==> src/rtl/ozphy_pkg.sv <==
// Shared symbol codes and receive ordered-set FSM states for the PHY receive path.
package ozphy_pkg;

  localparam logic [7:0] COM   = 8'hBC;
  localparam logic [7:0] SKP   = 8'h1C;
  localparam logic [7:0] PAD   = 8'hF7;
  localparam logic [7:0] TS1ID = 8'h4A;
  localparam logic [7:0] TS2ID = 8'h45;

  typedef enum logic [2:0] {
    S_IDLE,
    S_COM_SEEN,
    S_SKP,
    S_TS_HDR,
    S_TS_ID
  } os_state_t;

endpackage

==> src/rtl/rx_os_sat_cnt.sv <==
// Saturating counter with clear / load-one / increment controls (priority in that order).
module rx_os_sat_cnt #(
  parameter int CNT_W = 4
) (
  input  logic             clk,
  input  logic             reset_n,
  input  logic             inc,
  input  logic             load1,
  input  logic             clear,
  output logic [CNT_W-1:0] cnt
);

  always_ff @(posedge clk) begin
    if (!reset_n || clear) begin
      cnt <= '0;
    end else if (load1) begin
      cnt <= CNT_W'(1);
    end else if (inc && (cnt != '1)) begin
      cnt <= cnt + CNT_W'(1);
    end
  end

endmodule

==> src/rtl/rx_os_detector.sv <==
// Receive-side detector for SKP, TS1 and TS2 ordered sets with consecutive-TS counting.
module rx_os_detector
  import ozphy_pkg::*;
#(
  parameter int CNT_W    = 4,
  parameter int SKP_SYMS = 3
) (
  input  logic             clk,
  input  logic             reset_n,
  input  logic [7:0]       rxdata,
  input  logic             rxdatak,
  input  logic             rxvalid,
  output logic             skp_det,
  output logic             ts1_det,
  output logic             ts2_det,
  output logic [39:0]      ts_fields,
  output logic [CNT_W-1:0] ts1_cnt,
  output logic [CNT_W-1:0] ts2_cnt,
  output logic             os_err
);

  localparam logic [7:0] SKP_LAST = 8'(SKP_SYMS);

  os_state_t   state, next_state;
  logic [3:0]  sym_idx;
  logic [7:0]  skp_cnt;
  logic [39:0] shadow;
  logic [39:0] prev_ts1, prev_ts2;
  logic        ts_is_ts2;

  logic k_com, k_skp;
  logic skp_hit_p0, ts1_hit_p0, ts2_hit_p0, err_hit_p0;
  logic cap_en_p0, id_we_p0;

  assign k_com = rxdatak && (rxdata == COM);
  assign k_skp = rxdatak && (rxdata == SKP);

  always_comb begin
    next_state = state;
    skp_hit_p0 = 1'b0;
    ts1_hit_p0 = 1'b0;
    ts2_hit_p0 = 1'b0;
    err_hit_p0 = 1'b0;
    cap_en_p0  = 1'b0;
    id_we_p0   = 1'b0;
    if (!rxvalid) begin
      next_state = S_IDLE;
    end else begin
      unique case (state)
        S_IDLE: if (k_com) next_state = S_COM_SEEN;
        S_COM_SEEN: begin
          if (k_skp) begin
            if (SKP_SYMS <= 1) begin
              skp_hit_p0 = 1'b1;
              next_state = S_IDLE;
            end else begin
              next_state = S_SKP;
            end
          end else if (!k_com) begin
            cap_en_p0  = 1'b1;
            next_state = S_TS_HDR;
          end
        end
        S_SKP: begin
          if (k_skp) begin
            if (skp_cnt + 8'd1 >= SKP_LAST) begin
              skp_hit_p0 = 1'b1;
              next_state = S_IDLE;
            end
          end else begin
            err_hit_p0 = 1'b1;
            next_state = k_com ? S_COM_SEEN : S_IDLE;
          end
        end
        S_TS_HDR: begin
          if (k_com) begin
            err_hit_p0 = 1'b1;
            next_state = S_COM_SEEN;
          end else begin
            cap_en_p0 = 1'b1;
            if (sym_idx == 4'd5) next_state = S_TS_ID;
          end
        end
        S_TS_ID: begin
          if (k_com) begin
            err_hit_p0 = 1'b1;
            next_state = S_COM_SEEN;
          end else if (sym_idx == 4'd6) begin
            if (!rxdatak && (rxdata == TS1ID || rxdata == TS2ID)) begin
              id_we_p0 = 1'b1;
            end else begin
              err_hit_p0 = 1'b1;
              next_state = S_IDLE;
            end
          end else if (rxdatak || rxdata != (ts_is_ts2 ? TS2ID : TS1ID)) begin
            err_hit_p0 = 1'b1;
            next_state = S_IDLE;
          end else if (sym_idx == 4'd15) begin
            ts1_hit_p0 = !ts_is_ts2;
            ts2_hit_p0 = ts_is_ts2;
            next_state = S_IDLE;
          end
        end
        default: next_state = S_IDLE;
      endcase
    end
  end

  // Stage p0 -> p1: registered pulses, field capture and counter updates
  always_ff @(posedge clk) begin
    if (!reset_n) begin
      state     <= S_IDLE;
      sym_idx   <= '0;
      skp_cnt   <= '0;
      shadow    <= '0;
      prev_ts1  <= '0;
      prev_ts2  <= '0;
      ts_fields <= '0;
      ts_is_ts2 <= 1'b0;
      skp_det   <= 1'b0;
      ts1_det   <= 1'b0;
      ts2_det   <= 1'b0;
      os_err    <= 1'b0;
    end else begin
      state   <= next_state;
      skp_det <= skp_hit_p0;
      ts1_det <= ts1_hit_p0;
      ts2_det <= ts2_hit_p0;
      os_err  <= err_hit_p0;
      if (rxvalid) begin
        if (state == S_COM_SEEN) begin
          sym_idx <= 4'd2;
          skp_cnt <= 8'd1;
        end else begin
          sym_idx <= sym_idx + 4'd1;
          if (k_skp) skp_cnt <= skp_cnt + 8'd1;
        end
      end
      // Fields arrive in order, so a right shift leaves symbol 1 in the low byte
      if (cap_en_p0) shadow <= {rxdata, shadow[39:8]};
      if (id_we_p0)  ts_is_ts2 <= (rxdata == TS2ID);
      if (ts1_hit_p0) begin
        ts_fields <= shadow;
        prev_ts1  <= shadow;
      end
      if (ts2_hit_p0) begin
        ts_fields <= shadow;
        prev_ts2  <= shadow;
      end
    end
  end

  logic ts1_inc, ts1_load, ts1_clr;
  logic ts2_inc, ts2_load, ts2_clr;

  assign ts1_inc  = ts1_hit_p0 && (shadow == prev_ts1) && (ts1_cnt != '0);
  assign ts1_load = ts1_hit_p0 && !ts1_inc;
  assign ts1_clr  = err_hit_p0 || ts2_hit_p0 || !rxvalid;
  assign ts2_inc  = ts2_hit_p0 && (shadow == prev_ts2) && (ts2_cnt != '0);
  assign ts2_load = ts2_hit_p0 && !ts2_inc;
  assign ts2_clr  = err_hit_p0 || ts1_hit_p0 || !rxvalid;

  rx_os_sat_cnt #(.CNT_W(CNT_W)) u_ts1_cnt (
    .clk     (clk),
    .reset_n (reset_n),
    .inc     (ts1_inc),
    .load1   (ts1_load),
    .clear   (ts1_clr),
    .cnt     (ts1_cnt)
  );

  rx_os_sat_cnt #(.CNT_W(CNT_W)) u_ts2_cnt (
    .clk     (clk),
    .reset_n (reset_n),
    .inc     (ts2_inc),
    .load1   (ts2_load),
    .clear   (ts2_clr),
    .cnt     (ts2_cnt)
  );

endmodule

==> config.mk <==
export PLATFORM = sky130hd
export DESIGN_NAME = rx_os_detector
export DESIGN_NICKNAME = d
export VERILOG_FILES = /design/src/rtl/ozphy_pkg.sv /design/src/rtl/rx_os_sat_cnt.sv /design/src/rtl/rx_os_detector.sv
export SDC_FILE = /design/constraint.sdc
export NUM_CORES = 1
export LEC_CHECK = 0
export CAP_MARGIN = 20
export CORE_ASPECT_RATIO = 1.2
export CORE_MARGIN = 2
export CORE_UTILIZATION = 43
export DETAILED_ROUTE_END_ITERATION = 8
export GPL_TIMING_DRIVEN = 0
export SYNTH_ARGS = -nofsm -noshare
export SYNTH_HDL_FRONTEND = slang
export SYNTH_SLANG_ARGS = --single-unit
==> constraint.sdc <==
create_clock -name clk -period 2.6 [get_ports clk]
set_clock_uncertainty 0.2 [all_clocks]
set_input_delay 0.52 -clock clk [delete_from_list [all_inputs] [get_ports clk]]
set_output_delay 0.52 -clock clk [all_outputs]
set_load 0.005 [all_outputs]
==> results.sh <==
export IMPL_cp_start_kind="register"
export IMPL_cts_root_buf="clkbuf_16"
export IMPL_num_vias=7711
export IMPL_power_mw=5.74
export IMPL_synth_async_reset_ratio_pct=0
export IMPL_power_switching_mw=1.34
export IMPL_fin_util_pct=52.6
export IMPL_place_ws_ns=-1.08
export IMPL_place_hpwl_mm=18.7
export IMPL_required_ns=2.76
export IMPL_core_area_um2=20300
export IMPL_die_width_um=136
export IMPL_antenna_cells=0
export IMPL_synth_seq_area_share_pct=42.1
export IMPL_grt_pass1_wl_mm=39.7
export IMPL_clock_latency_ns=0.44
export IMPL_setup_ws_ns=0.105
export IMPL_start_util_pct=44.0
export IMPL_finalHoldViolCount=0
export IMPL_clkTransAtPathRegs_ns=0.07
export IMPL_firstDrtPassIters=5
export IMPL_worst_setup_path_end_kind="register"
export IMPL_num_fill_cells=2002
export IMPL_portBuffers=62
export IMPL_layout_common_cells="nand2_1, dfxtp_1, a21boi_0"
export IMPL_use_met3_pct=4.78
export IMPL_syn_to_final_growth_pct=19.6
export IMPL_status="finished clean"
export IMPL_tritoncts="done"
export IMPL_intPower_mw=4.40
export IMPL_synth_fp_nets=1131
export IMPL_fmax_ghz=0.401
export IMPL_track_usage_pct=23.8
export IMPL_slew_headroom_pct=53.4
export IMPL_clk_path_buf_depth=2
export IMPL_arrival_ns=2.66
export IMPL_drt_wl_total_mm=25.4
export IMPL_h_tree_depth=4
export IMPL_hp_class="input pin to register"
export IMPL_combinationalPowerShare_pct=2.5
export IMPL_wl_per_cell_um=17.3
export IMPL_switching_share_pct=23.3
export IMPL_synthFlopType="dfxtp_1"
export IMPL_grt_pass1_vias=7091
export IMPL_final_common_cell="nand2_1"
export IMPL_cts_sinks=188
export IMPL_top_usage_layer="met2"
export IMPL_met1_usage_pct=31.3
export IMPL_cp_max_fo=7
export IMPL_final_max_slew_viol_count=0
export IMPL_ir_worst_vdd_mv=0.451
export IMPL_antenna_found_initial=0
export IMPL_ios=64
export IMPL_grt_overflow_total=0
export IMPL_syn_area_um2=8940
export IMPL_ys_types=53
export IMPL_fin_crit_ns=2.50
export IMPL_synth_avg_cell_area_um2=8.05
export IMPL_drtIter0Drc=459
export IMPL_use_met2_pct=38.7
export IMPL_die_area_um2=22000
export IMPL_hold_buffers=0
export IMPL_yosysWarnings=0
export IMPL_fin_cells=1465
export IMPL_rows=57
export IMPL_routed_via_density=5.26
export IMPL_clkPwrFrac_pct=47.2
export IMPL_period_share_pct=96.0
export IMPL_dp_cells=1437
export IMPL_syn_inst=1110
export IMPL_drive_gt1_share_pct=8.17
export IMPL_worst_pin_slew_ns=0.690
export IMPL_rsz0062_at_grt="true"
export IMPL_drc=0
export IMPL_nNetsFinal=1208
export IMPL_finalSetupViolCount=0
export IMPL_cap_violations=0
export IMPL_gp_congestion=0.899
export IMPL_die_y_um=162
export IMPL_seq_power_share_pct=50.2
export IMPL_ant_nets=0
export IMPL_synth_edf_count=0
export IMPL_leakage_nw=4.07
export IMPL_power_density_nw_per_um2=537
export IMPL_crit_type="register to register"
export IMPL_grt_max_degree=20
export IMPL_cts_buffers_inserted=17
export IMPL_ys_ff_latch=188
-- per-stage QoR --
stage                     hold WS, ns  TNS [ns]  cell area [um2]
after global routing            0.204   -0.0346            10700
after global placement          0.254   -133.26             9890
final                           0.189         0            10700
after detailed placement        0.256   -135.46             9890
after floorplan                 0.253         0             8940
after CTS                       0.267         0            10600
-- synthesized netlist by cell type (2+ instances only) --
| master | instances | area share [%] |
|---|---|---|
| a31oi_1 | 3 | 0.21 |
| or4_4 | 2 | 0.25 |
| a21oi_1 | 14 | 0.78 |
| nor2_1 | 16 | 0.67 |
| nand4_1 | 17 | 1.2 |
| a21boi_0 | 161 | 14 |
| buf_2 | 5 | 0.28 |
| o21a_1 | 5 | 0.42 |
| xor2_1 | 81 | 7.9 |
| nor3_1 | 17 | 0.95 |
| and3_1 | 6 | 0.42 |
| ha_1 | 9 | 1.3 |
| nand3b_1 | 4 | 0.34 |
| o41ai_1 | 4 | 0.39 |
| nand2b_1 | 4 | 0.28 |
| and2_1 | 5 | 0.35 |
| nor2b_1 | 10 | 0.70 |
| o21ai_0 | 14 | 0.78 |
| nand3_1 | 17 | 0.95 |
| inv_1 | 10 | 0.42 |
| clkbuf_1 | 93 | 3.9 |
| dfxtp_1 | 188 | 42 |
| nor4_1 | 41 | 2.9 |
| and4bb_2 | 4 | 0.56 |
| a211oi_1 | 3 | 0.25 |
| nor3b_1 | 4 | 0.34 |
| nor4_2 | 2 | 0.28 |
| and3b_1 | 2 | 0.20 |
| mux2i_1 | 3 | 0.34 |
| nand2_1 | 343 | 14 |
-- sequential cells by signal, indices dropped and copies added (netlist names), 3 cells and up --
| signal | count |
|---|---|
| sym_idx | 4 |
| state | 3 |
| shadow | 40 |
| skp_cnt | 8 |
| prev_ts2 | 40 |
| u_ts2_cnt.cnt | 4 |
| prev_ts1 | 40 |
| ts_fields | 40 |
| u_ts1_cnt.cnt | 4 |
-- kinds of logic (layout without fill, tap and decap cells) --
logic type               Yosys count  count (layout)  share of synthesized area [%]
buffers and inverters            110             200                           4.77
AND/OR/NAND/NOR                  500             500                           25.5
multiplexers                       5               5                          0.714
flip-flops                       188             188                           42.1
AO/OA/AOI/OAI                    217             217                           17.7
adder cells (fa/ha/maj)            9               9                           1.26
XOR/XNOR                          81              81                           7.94
-- what timing repair did --
action                                  in CTS  in global routing
pin swaps                                    7                  8
setup buffers                               12                  6
endpoints found under the setup margin     167                161
gates resized for setup                     17                 35
-- layout make-up --
cell class              count  area [um2]  area share, %
plain buffers              77         328           3.07
clock inverters            15         181           1.70
repair buffers             80         786           7.35
clock buffers              17         425           3.98
inverters                  11        41.3          0.386
multi-input cells         812        4830           45.2
well taps                 265         332           3.10
flip-flops and latches    188        3760           35.2
-- final timing paths --
| check | cells past startpoint | end | startpoint | slack [ns] |
|---|---|---|---|---|
| hold reg to reg | 2 | ts_fields[5] | ts_fields[5] | 0.26 |
| setup / recovery | 6 | state[1] | skp_cnt[2] | 0.10 |
| hold / removal | 3 | shadow[32] | rxdata[0] | 0.19 |
| setup reg to reg | 6 | state[1] | skp_cnt[2] | 0.10 |
-- routing by layer --
metal / routed length, um / share of wire [%]
met5: 0 / 0
met4: 807 / 3.2
met3: 1160 / 4.6
met2: 11800 / 46
met1: 11600 / 46
-- critical path, cell delays in order, from the launching register on --
cell and delay [ns]:
dfxtp_1 0.44, nand3_1 0.24, nor4_1 0.33, a211oi_1 0.07
or4_4 0.56, o311ai_4 0.33, mux2i_1 0.25
-- power by group through the flow --
stage / sequential, mW / clock [mW] / combinational (mW)
after CTS: 2.88 / 2.75 / 0.143
final: 2.88 / 2.71 / 0.145
after detailed placement: 2.95 / 0 / 0.136
after floorplan: 2.95 / 0 / 0.0818
after global routing: 2.88 / 2.87 / 0.157
after global placement: 2.95 / 0 / 0.135
Note: power is estimated with default switching activity, not from simulation.
